**src/rtl/id_ex_stage_reg.sv**
```systemverilog
// id_ex_stage_reg -- ID/EX pipeline register.
//
// Captures the decode-stage operands, immediate and control bundle for the
// execute stage one cycle later. A write-through bypass from the writeback
// port ensures that a register value written on the same clock edge is never
// lost. This applies both when an instruction is being captured and when an
// instruction is being held. The stage supports stall (hold) and flush
// (bubble). It also supports an optional load-use interlock. A saturating
// counter records every bubble that is inserted.
//
// Optional feature macro: IDEX_LOADUSE_INTERLOCK_EN
//   defined   -> hazard_stall detects load-use hazards and inserts bubbles
//   undefined -> hazard_stall is tied low; only flush inserts bubbles
//
// Parameters:
//   CTRL_W  width of the opaque execute/memory control bundle
//   CNT_W   width of the saturating bubble counter
//
// Ports:
//   clk, rst_n            rising-edge clock, asynchronous active-low reset
//   id_*                  decode-stage instruction fields and operands
//   wb_reg_write/address/value  writeback port (same as register-file write)
//   stall                 downstream hold request
//   flush                 squash decode slot (branch/jump redirect)
//   ex_*                  registered execute-stage copies of id_*
//   hazard_stall          load-use interlock, upstream PC/IF/ID must hold
//   bubble_count          saturating count of inserted bubbles
module id_ex_stage_reg #(
  parameter int CTRL_W = 12,
  parameter int CNT_W  = 16
) (
  input  logic              clk,
  input  logic              rst_n,
  input  logic              id_valid,
  input  logic [4:0]        id_rs_address,
  input  logic [4:0]        id_rt_address,
  input  logic              id_uses_rt,
  input  logic [4:0]        id_dest_address,
  input  logic [31:0]       id_rs_value,
  input  logic [31:0]       id_rt_value,
  input  logic [31:0]       id_imm,
  input  logic [CTRL_W-1:0] id_ctrl,
  input  logic              id_mem_read,
  input  logic              id_reg_write,
  input  logic              wb_reg_write,
  input  logic [4:0]        wb_address,
  input  logic [31:0]       wb_value,
  input  logic              stall,
  input  logic              flush,
  output logic              ex_valid,
  output logic [4:0]        ex_rs_address,
  output logic [4:0]        ex_rt_address,
  output logic [4:0]        ex_dest_address,
  output logic [31:0]       ex_rs_value,
  output logic [31:0]       ex_rt_value,
  output logic [31:0]       ex_imm,
  output logic [CTRL_W-1:0] ex_ctrl,
  output logic              ex_mem_read,
  output logic              ex_reg_write,
  output logic              hazard_stall,
  output logic [CNT_W-1:0]  bubble_count
);

  logic        hazard;
  logic        insert_bubble;
  logic        wb_live;
  logic [31:0] byp_id_rs;
  logic [31:0] byp_id_rt;
  logic [31:0] byp_ex_rs;
  logic [31:0] byp_ex_rt;

`ifdef IDEX_LOADUSE_INTERLOCK_EN
  // A load in EX whose destination feeds a source of the instruction in ID.
  always_comb begin
    hazard = 1'b0;
    if (ex_valid && ex_mem_read && (ex_dest_address != 5'd0) && id_valid) begin
      hazard = (ex_dest_address == id_rs_address) ||
               (id_uses_rt && (ex_dest_address == id_rt_address));
    end
  end
`else
  logic unused_uses_rt;
  assign unused_uses_rt = id_uses_rt;
  always_comb hazard = 1'b0;
`endif

  assign hazard_stall = hazard;

  // Flush beats stall. A hazard only produces a bubble when the stage is not
  // being held. When flush and hazard occur together, a single bubble is
  // inserted.
  assign insert_bubble = flush || (!stall && hazard);

  // Register 0 is hardwired, so a write to it is never forwarded.
  assign wb_live = wb_reg_write && (wb_address != 5'd0);

  always_comb begin
    byp_id_rs = (wb_live && (wb_address == id_rs_address)) ? wb_value : id_rs_value;
    byp_id_rt = (wb_live && (wb_address == id_rt_address)) ? wb_value : id_rt_value;
    byp_ex_rs = (wb_live && (wb_address == ex_rs_address)) ? wb_value : ex_rs_value;
    byp_ex_rt = (wb_live && (wb_address == ex_rt_address)) ? wb_value : ex_rt_value;
  end

  always_ff @(posedge clk or negedge rst_n) begin
    if (!rst_n) begin
      ex_valid        <= 1'b0;
      ex_rs_address   <= '0;
      ex_rt_address   <= '0;
      ex_dest_address <= '0;
      ex_rs_value     <= '0;
      ex_rt_value     <= '0;
      ex_imm          <= '0;
      ex_ctrl         <= '0;
      ex_mem_read     <= 1'b0;
      ex_reg_write    <= 1'b0;
    end else if (insert_bubble) begin
      ex_valid        <= 1'b0;
      ex_rs_address   <= '0;
      ex_rt_address   <= '0;
      ex_dest_address <= '0;
      ex_rs_value     <= '0;
      ex_rt_value     <= '0;
      ex_imm          <= '0;
      ex_ctrl         <= '0;
      ex_mem_read     <= 1'b0;
      ex_reg_write    <= 1'b0;
    end else if (stall) begin
      // A held instruction keeps its fields. Its operands still absorb a
      // draining writeback, so they cannot go stale while the stage is held.
      if (ex_valid) begin
        ex_rs_value <= byp_ex_rs;
        ex_rt_value <= byp_ex_rt;
      end
    end else begin
      ex_valid        <= id_valid;
      ex_rs_address   <= id_rs_address;
      ex_rt_address   <= id_rt_address;
      ex_dest_address <= id_dest_address;
      ex_rs_value     <= byp_id_rs;
      ex_rt_value     <= byp_id_rt;
      ex_imm          <= id_imm;
      ex_ctrl         <= id_ctrl;
      ex_mem_read     <= id_valid && id_mem_read;
      ex_reg_write    <= id_valid && id_reg_write;
    end
  end

  always_ff @(posedge clk or negedge rst_n) begin
    if (!rst_n) begin
      bubble_count <= '0;
    end else if (insert_bubble && (bubble_count != '1)) begin
      bubble_count <= bubble_count + CNT_W'(1);
    end
  end

endmodule

```
**config.mk**
```make
export PLATFORM = sky130hd
export DESIGN_NAME = id_ex_stage_reg
export DESIGN_NICKNAME = d
export VERILOG_FILES = /design/src/rtl/id_ex_stage_reg.sv
export SDC_FILE = /design/constraint.sdc
export NUM_CORES = 1
export LEC_CHECK = 0
export CAP_MARGIN = 20
export CORE_MARGIN = 3
export CORE_UTILIZATION = 35
export DETAILED_ROUTE_END_ITERATION = 12
export PLACE_DENSITY = 0.81
export SLEW_MARGIN = 20
export SYNTH_ARGS = -nofsm -noshare
export SYNTH_HDL_FRONTEND = slang
export SYNTH_SLANG_ARGS = --single-unit
```
**constraint.sdc**
```tcl
create_clock -name clk -period 2.2 [get_ports clk]
set_input_delay 0.55 -clock clk [delete_from_list [all_inputs] [get_ports clk]]
set_output_delay 0.55 -clock clk [all_outputs]
set_load 0.02 [all_outputs]
```
==> metrics.yaml <==
synthTopCellsByCount: "dfrtp_1 (142), nor2_1 (74), and3_1 (67)"
vias: 5894
critPathLaunchType: "flip-flop"
fin_hold_ws_ns: 0.493
max_clock_freq_mhz: 484
wirelength_um: 22600
tns_ns: 0
rows: 49
cts_buffers: 17
track_usage_pct: 21.7
fillCellCount: 1502
synth-adder-area-share_pct: 0.194
p_sw_share_pct: 27.6
p_clk_share_pct: 39.9
path_delay_family: "buffers and inverters"
synth_top_family_by_area: "simple AND/OR/NAND/NOR gates"
crit_arrival_ns: 1.51
synth.most_common_cell: "dfrtp_1"
route.detailed.drc: 0
seqPwrFrac_pct: 39.3
initialDrtViolationCount: 233
yosysTopAreaCellShare_pct: 55.1
fin_crit_ns: 2.06
ys_ff_latch: 142
wl_per_cell_um: 20.4
ant_nets: 0
hp-class: "reg -> reg"
cp_max_fo: 6
syn_area_per_cell_um2: 11.7
dieArea_um2: 20100
synth-compound-area-share_pct: 11.9
critPathBufInv: 1
crit_chain: "clkdlybuf4s50_1"
cts_buffer_depth: 2
critical_path_class: "reg -> out"
dp.cells: 1070
synth_area_um2: 6450
io_pins: 312
grt_pass1_vias: 6027
status: "completed"
die_h_um: 142
cts_tree: "done"
r2r_start: "bubble_count[0]"
dp_hpwl_um: 16000
rsz0062_at_grt: "false"
final_nets: 1036
startpoint: "bubble_count[7]"
synth_cell_types: 41
clk_pin_slew_worst_paths_ns: 0.06
overflow: 0
p_per_area_nw_per_um2: 717
finalHoldViolations: 0
leakagePower_nw: 4.92
cts_root_buf: "clkbuf_16"
gp_congestion: 0.866
synth_mux_area_share_pct: 9.68
cpPeakStageDelay_ns: 0.65
syn-num-nets: 723
synth_flop_cell: "dfrtp_1"
internal-power_w: 0.00551
critical_path_required_ns: 1.65
finClkSkew_ns: 0.00835
drv_cap: 0
pre_cts_slack_ns: -0.408
final_cell_count_no_fill: 1108
ys_warn_count: 0
synth_largest_area_cell: "dfrtp_1"
slew_viol_final: 0
slowest_stage: "clkdlybuf4s50_1"
areaGrowthSynthToFinish_pct: 64.5
drive_gt1_share_pct: 8.77
async_reset_ff_share_pct: 100
pwr-share-comb_pct: 20.8
synth_xor_area_share_pct: 4.07
synthSimpleGateAreaFrac_pct: 14.8
synth_edf_count: 0
worstHoldStart: "ex_rs_value[30]"
grt_first_pass_wirelength_um: 34200
final.setup.worst_slack_ns: 0.135
grt_max_degree: 60
worstSetupEndpointType: "primary output"
firstDrtPassIters: 5
ir_drop_uv: 504
vias_per_cell: 5.32
start_util_pct: 35.8
insertion_delay_ns: 0.41
numPortBuffers: 309
synth-seq-area-share_pct: 55.1
setup_viol: 0
h-tree-depth: 4
antenna_found_initial: 1
worst_pin_slew_ns: 0.589
slew_headroom_pct: 60.7
fin_crit_sh_pct: 93.9
synth_cells: 553
coreArea_um2: 18000
cts_num_sinks: 142
switchingPower_w: 0.00210
die_w_um: 142
ys_top_cells_by_area: "dfrtp_1 (55%), a221o_1 (9.6%), mux2i_1 (9.2%)"
==> registers in the layout (all words and copies together) (netlist names) <==
| name | flops |
|---|---|
| ex_mem_read | 1 |
| ex_rt_value | 32 |
| bubble_count | 16 |
| ex_rs_address | 5 |
| ex_imm | 32 |
| ex_dest_address | 5 |
| ex_rs_value | 32 |
| ex_rt_address | 5 |
| ex_valid | 1 |
| ex_reg_write | 1 |
| ex_ctrl | 12 |
==> power groups by stage <==
stage	Sequential, W	Combinational [W]	Clock [W]
6_report	0.00299	0.00158	0.00304
5_1_grt	0.00301	0.00170	0.00322
4_1_cts	0.00298	0.00160	0.00309
3_5_place_dp	0.00303	0.00159	0
3_3_place_gp	0.00302	0.00157	0
2_1_floorplan	0.00325	0.000440	0
==> what timing repair did <==
| item | 4_1_cts | 5_1_grt |
|---|---|---|
| hold buffers | 1 | 0 |
| endpoints found under the setup margin | 0 | 62 |
| setup buffers | 0 | 3 |
| resized for setup | 0 | 6 |
| hold endpoints to repair | 20 | 0 |
==> metal layers <==
metal | GRT usage, % | vias up | part of all wire, %
met5 | 0 | - | 0
met4 | 7.63 | 0 | 2.0
met2 | 35.8 | 297 | 49
met3 | 7.41 | 29 | 10
met1 | 26.5 | 2908 | 39
li1 | - | 2660 | -
==> cell usage in the layout (no fill, tap or decap), types with 2 or more instances in the layout <==
master,instances
xor2_1,21
inv_6,3
nand2b_1,2
o211ai_1,2
xnor2_1,9
nor2_1,73
nand4_1,5
a31oi_1,3
and3_1,67
dfrtp_1,142
a221o_1,62
nand2_1,11
nor3_2,2
nand3_1,13
o21a_1,2
nor3_1,4
clkdlybuf4s50_1,301
bufinv_16,3
buf_4,19
o32ai_4,2
buf_6,3
a21oi_1,5
mux2i_1,59
clkbuf_8,2
mux2_2,3
buf_12,10
clkbuf_16,18
clkinvlp_4,4
dlymetal6s2s_1,5
==> worst register-to-register path, cell delays in order, from the launching register on <==
cell and delay [ns]:
dfrtp_1 0.43, ha_1 0.22, nand3_1 0.08, or3_1 0.40, o21ai_1 0.30, mux2_2 0.38
==> per-stage QoR <==
| step | utilization, % | instance area (µm²) | total power, W |
|---|---|---|---|
| after floorplan | - | 6450 | 0.00369 |
| after global placement | 54.9 | 9890 | 0.00459 |
| after detailed placement | 54.9 | 9890 | 0.00462 |
| after CTS | 58.3 | 10500 | 0.00768 |
| after global routing | 58.8 | 10600 | 0.00793 |
| final | 58.8 | 10600 | 0.00761 |
==> cell type report <==
class                      instances  area, µm²  share of cell area [%]
timing repair buffer             341       3490                    32.9
sequential                       142       3550                    33.5
clock inverter                    12        160                    1.51
inverter                           1       3.75                  0.0354
multi-input combinational        363       2650                    25.0
tap                              229        287                    2.70
clock buffer                      19        453                    4.27
antenna                            1       2.50                  0.0236
==> cells by family (layout without fill, tap and decap cells) <==
logic type | count (synthesis) | count (layout)
mux | 62 | 62
buf+inv | 48 | 373
compound gates | 82 | 82
simple gates | 187 | 187
xor+xnor | 30 | 30
other cells | 1 | 2
fa+ha+maj | 1 | 1
flops | 142 | 142
==> path summary, 6_finish.rpt <==
check	to	slack, ns	depth (start not counted)
min in group asynchronous	ex_rs_value[10]	0.57	2
max in group asynchronous	ex_imm[21]	1.03	3
worst min register to register	ex_rs_value[30]	0.49	1
worst max register to register	bubble_count[1]	0.28	5
worst min-delay path	ex_rs_value[30]	0.49	1
worst max-delay path	bubble_count[7]	0.14	1
Power figures use the tool's default switching activity.
